### src/rtl/v810_bus_slave.sv
// v810 external-bus responder: decodes CPU bus cycles in its address window, forwards them
// to a variable-latency memory over req/ack, and returns READYN/read data to the CPU.
module v810_bus_slave #(
    parameter logic [31:0] BASE_ADDR   = 32'h0700_0000,
    parameter logic [31:0] ADDR_MASK   = 32'hFF00_0000,
    parameter int unsigned WAIT_STATES = 0
) (
    input  logic        clk_i,
    input  logic        rst_i,
    input  logic        ce_i,
    input  logic [31:0] a_i,
    input  logic [31:0] d_wr_i,
    output logic [31:0] d_rd_o,
    output logic        d_rd_oe_o,
    input  logic [3:0]  ben_i,
    input  logic [1:0]  st_i,
    input  logic        dan_i,
    input  logic        mrqn_i,
    input  logic        bcystn_i,
    input  logic        rw_i,
    output logic        readyn_o,
    output logic [29:0] mem_a_o,
    output logic [3:0]  mem_ben_o,
    output logic [1:0]  mem_st_o,
    output logic        mem_we_o,
    output logic [31:0] mem_wdata_o,
    output logic        mem_req_o,
    input  logic        mem_ack_i,
    input  logic [31:0] mem_rdata_i
);

    typedef enum logic [2:0] {IDLE, T2WAIT, ACCESS, DONE, RDY} state_e;

    localparam logic [3:0] WaitInit = 4'(WAIT_STATES);

    state_e      state_q, state_d;
    logic [3:0]  cnt_q, cnt_d;
    logic [29:0] mem_a_q, mem_a_d;
    logic [3:0]  mem_ben_q, mem_ben_d;
    logic [1:0]  mem_st_q, mem_st_d;
    logic        mem_we_q, mem_we_d;
    logic [31:0] mem_wdata_q, mem_wdata_d;
    logic        mem_req_q, mem_req_d;
    logic [31:0] d_rd_q, d_rd_d;
    logic        d_rd_oe_q, d_rd_oe_d;
    logic        readyn_q, readyn_d;
    logic        start_valid;
    logic        accept;

    // A new cycle may only start from IDLE or in the RDY tick (back-to-back).
    assign start_valid = ce_i && !bcystn_i && !mrqn_i && !dan_i &&
                         ((a_i & ADDR_MASK) == BASE_ADDR);
    assign accept      = start_valid && (state_q == IDLE || state_q == RDY);

    always_comb begin
        state_d     = state_q;
        cnt_d       = cnt_q;
        mem_a_d     = mem_a_q;
        mem_ben_d   = mem_ben_q;
        mem_st_d    = mem_st_q;
        mem_we_d    = mem_we_q;
        mem_wdata_d = mem_wdata_q;
        mem_req_d   = mem_req_q;
        d_rd_d      = d_rd_q;
        d_rd_oe_d   = d_rd_oe_q;
        readyn_d    = readyn_q;

        case (state_q)
            IDLE: ;
            T2WAIT: begin
                if (ce_i) begin
                    if (mem_we_q) begin
                        mem_wdata_d = d_wr_i;
                    end
                    if (cnt_q == 4'd0) begin
                        mem_req_d = 1'b1;
                        state_d   = ACCESS;
                    end else begin
                        cnt_d = cnt_q - 4'd1;
                    end
                end
            end
            // The memory handshake runs on every clock edge, independent of the CPU clock enable.
            ACCESS: begin
                if (mem_ack_i) begin
                    mem_req_d = 1'b0;
                    if (!mem_we_q) begin
                        d_rd_d = mem_rdata_i;
                    end
                    state_d = DONE;
                end
            end
            DONE: begin
                if (ce_i) begin
                    readyn_d  = 1'b0;
                    d_rd_oe_d = !mem_we_q;
                    state_d   = RDY;
                end
            end
            RDY: begin
                if (ce_i) begin
                    readyn_d  = 1'b1;
                    d_rd_oe_d = 1'b0;
                    state_d   = IDLE;
                end
            end
            default: state_d = IDLE;
        endcase

        if (accept) begin
            mem_a_d   = a_i[31:2];
            mem_ben_d = ben_i;
            mem_st_d  = st_i;
            mem_we_d  = !rw_i;
            cnt_d     = WaitInit;
            state_d   = T2WAIT;
        end
    end

    always_ff @(posedge clk_i or posedge rst_i) begin
        if (rst_i) begin
            state_q     <= IDLE;
            cnt_q       <= 4'd0;
            mem_a_q     <= 30'd0;
            mem_ben_q   <= 4'd0;
            mem_st_q    <= 2'd0;
            mem_we_q    <= 1'b0;
            mem_wdata_q <= 32'd0;
            mem_req_q   <= 1'b0;
            d_rd_q      <= 32'd0;
            d_rd_oe_q   <= 1'b0;
            readyn_q    <= 1'b1;
        end else begin
            state_q     <= state_d;
            cnt_q       <= cnt_d;
            mem_a_q     <= mem_a_d;
            mem_ben_q   <= mem_ben_d;
            mem_st_q    <= mem_st_d;
            mem_we_q    <= mem_we_d;
            mem_wdata_q <= mem_wdata_d;
            mem_req_q   <= mem_req_d;
            d_rd_q      <= d_rd_d;
            d_rd_oe_q   <= d_rd_oe_d;
            readyn_q    <= readyn_d;
        end
    end

    assign d_rd_o      = d_rd_q;
    assign d_rd_oe_o   = d_rd_oe_q;
    assign readyn_o    = readyn_q;
    assign mem_a_o     = mem_a_q;
    assign mem_ben_o   = mem_ben_q;
    assign mem_st_o    = mem_st_q;
    assign mem_we_o    = mem_we_q;
    assign mem_wdata_o = mem_wdata_q;
    assign mem_req_o   = mem_req_q;

endmodule

### config.mk
export PLATFORM = sky130hd
export DESIGN_NAME = v810_bus_slave
export DESIGN_NICKNAME = d
export VERILOG_FILES = /design/src/rtl/v810_bus_slave.sv
export SDC_FILE = /design/constraint.sdc
export NUM_CORES = 1
export LEC_CHECK = 0
export CORE_UTILIZATION = 37
export CTS_BUF_LIST = sky130_fd_sc_hd__clkbuf_8
export DETAILED_ROUTE_END_ITERATION = 8
export PLACE_DENSITY = 0.78
export REMOVE_ABC_BUFFERS = 1
export SYNTH_ARGS = -nofsm -noshare
export SYNTH_HDL_FRONTEND = slang
export SYNTH_SLANG_ARGS = --single-unit
### constraint.sdc
create_clock -name clk_i -period 3.4 [get_ports clk_i]
set_input_delay 0.34 -clock clk_i [delete_from_list [all_inputs] [get_ports clk_i]]
set_output_delay 0.34 -clock clk_i [all_outputs]
set_load 0.005 [all_outputs]
==> metrics.txt <==
number of enable flip-flop cells after synthesis 0; Tmin final 2.21 ns; Synth Instances 276; XOR/XNOR share of the synthesized area 0%; worst slew pin tran 0.880 ns; TritonCTS Sinks 111; P_leak 3.11 nW; Reg2Reg Depth 3; root buffer selected by CTS clkbuf_8; worst ir drop on vdd 0.455 mV; final WL 10.1 mm; gpl congestion 0.707; worst path required time 3.66 ns; FF-to-FF Start state_q[0]$_DFFE_PP0P_; crit share post-route 65.0%; Seq/Total Area, Yosys 64.6%; Hold Buf Count CTS 0; post-layout util 61.9%; Crit Path Category in2reg; type of origin of the critical path input pin; RSZ-0062 raised after global routing false; layout cells sized above 1 19.8%; Num CTS Buffers 9; largest cells by area after synthesis dfrtp_1 (64%), mux2_2 (18%), mux2_1 (6.0%); Post CTS Setup Buffer Count 0; Slew HR 41.2%; Post-synth top flop dfrtp_1; I/O pin count 214; Hold WC Path Type reg2reg; Max Freq 0.452 GHz; Core Rows 38; Crit Path Max Fanout 37; # setup viols final 0; Die Height 110 µm; die area 0.0121 mm²; Overall Global Routing Usage 17.5%; Synth top cells by count dfrtp_1 (110), mux2_2 (69), mux2_1 (23); initial drt markers 95; max-slew violation count 0; synthesized area 0.00430 mm²; most common cell in the netlist dfrtp_1; Crit. Startpoint ce_i; FF/Latch Area 0.00278 mm²; vias per cell 4.80; DP HPWL 7.59 mm; largest family of logic cells by synthesized area multiplexers; port bufs 211; worst hold path depth 1; r2r setup slk 1.25 ns; clk buf depth 2; Setup crit end kind register; P&R area growth vs syn 59.5%; htree depth 3; setup TNS 0 ns; Initial Util 38.8%; top-area cell type share of the netlist area 64.0%; post-synthesis compound-gate area fraction 1.95%; Synth Area in Adders 0.582%; library cells used by synthesis 37; CTS resizes 0; Hold Path End mem_a_o[24]$_DFFE_PP0N_; min-delay src mem_a_o[24]$_DFFE_PP0N_; vias in the first global route 3,237; PwrDens 551 mW/mm²; TritonCTS clock tree built; cell type with the highest aggregate area in the netlist dfrtp_1; status complete, no violations; DR pass1 iterations 4; reg2reg end mem_st_o[0]$_DFFE_PP0N_; critical path arrival 2.47 ns; Clock transition at path regs 0.10 ns; Multi-input gate area 0.00145 mm²; first-pass GRT wire length 15.7 mm; initial antenna violation count 0; Yosys warning count 0; Core ar. 0.0111 mm²; Yosys reg bits 111; Final Cell Area 0.00686 mm²; Setup WS post-layout 1.19 ns; post-synthesis simple-gate area fraction 6.61%; Setup Slack @ Placement 0.783 ns; Syn Area/Cell 15.6 µm²; placed inst area 0.00657 mm²; Inserted Diodes 0; DR WL/cell 16.0 µm; latest clock arrival within the worst-skew pair 0.37 ns; nets@finish 601; mux cell area share after synthesis 24.3%; remaining antenna violation count 0; # fillers 887; Overflow after GRT 0; via count 3,044; largest net degree at the start of global routing 73; max-cap violation count 0; Final Hold Fails 0; Die X 110 µm; post-route DRC violation count 0; fraction of registers with async set/reset 100%; Clock Skews 0.00967 ns
==> worst max path at each step <==
stage	endpoint	cells after the start
after floorplan	cnt_q[0]$_DFFE_PP0P_	1
after global routing	mem_a_o[3]$_DFFE_PP0N_	4
after CTS	mem_a_o[3]$_DFFE_PP0N_	4
final	mem_st_o[0]$_DFFE_PP0N_	4
after global placement	mem_a_o[7]$_DFFE_PP0N_	4
after detailed placement	mem_a_o[15]$_DFFE_PP0N_	4
==> routing by layer <==
| layer | vias to the layer above | GRT usage, % | routed length (µm) |
|---|---|---|---|
| li1 | 1399 | - | - |
| met1 | 1482 | 19.2 | 3870 |
| met2 | 139 | 29.5 | 4990 |
| met3 | 24 | 6.70 | 973 |
| met4 | 0 | 8.48 | 294 |
| met5 | - | 0 | 0 |
==> layout make-up <==
type                       count  area share [%]
sequential                   111            40.5
timing repair buffer         215            31.2
multi-input combinational    147            21.1
tap                          140            2.55
clock inverter                 6            2.26
clock buffer                  10            2.01
inverter                       5           0.310
==> stage by stage <==
step,total power [mW],hold WS [ns],instances
global placement,2.69,0.449,618
detailed placement,2.73,0.451,618
CTS,3.83,0.480,634
floorplan,2.06,0.433,263
finish,3.78,0.477,634
global route,3.96,0.491,634
==> registers in the layout, indices dropped and copies added (netlist names) <==
name	flops
cnt_q	4
mem_wdata_o	32
d_rd_oe_o	1
mem_st_o	2
d_rd_o	32
mem_we_o	1
mem_req_o	1
state_q	3
mem_ben_o	4
mem_a_o	30
readyn_o	1
==> critical path: stages <==
cell and delay, ns:
clkdlybuf4s50_1 0.61, nor3b_4 0.41, nand4_4 0.56, mux2_1 0.53
==> report_power, final <==
group	internal, mW	switching, mW	total [mW]	leakage (nW)
clock network	0.657	0.430	1.09	0.146
registers	1.55	0.148	1.70	1.47
logic	0.693	0.300	0.993	1.49
==> layout by cell type (no fill, tap or decap), drive strengths merged, types with 2 or more instances in the layout <==
cell,n
inv,5
nor2,3
nor3b,2
bufinv,5
nor3,2
nor4b,2
or3,3
nor4,2
nand2,4
nand2b,4
a21oi,6
buf,4
clkdlybuf4s50,211
and2,5
ha,2
dfrtp,110
o21ai,4
clkbuf,10
mux2,92
==> cell families after synthesis <==
kind of cell / Yosys count
AO/OA/AOI/OAI: 14
adder cells (fa/ha/maj): 2
buffers and inverters: 18
flip-flops: 111
multiplexers: 93
AND/OR/NAND/NOR: 38
Power figures use the tool's default switching activity.
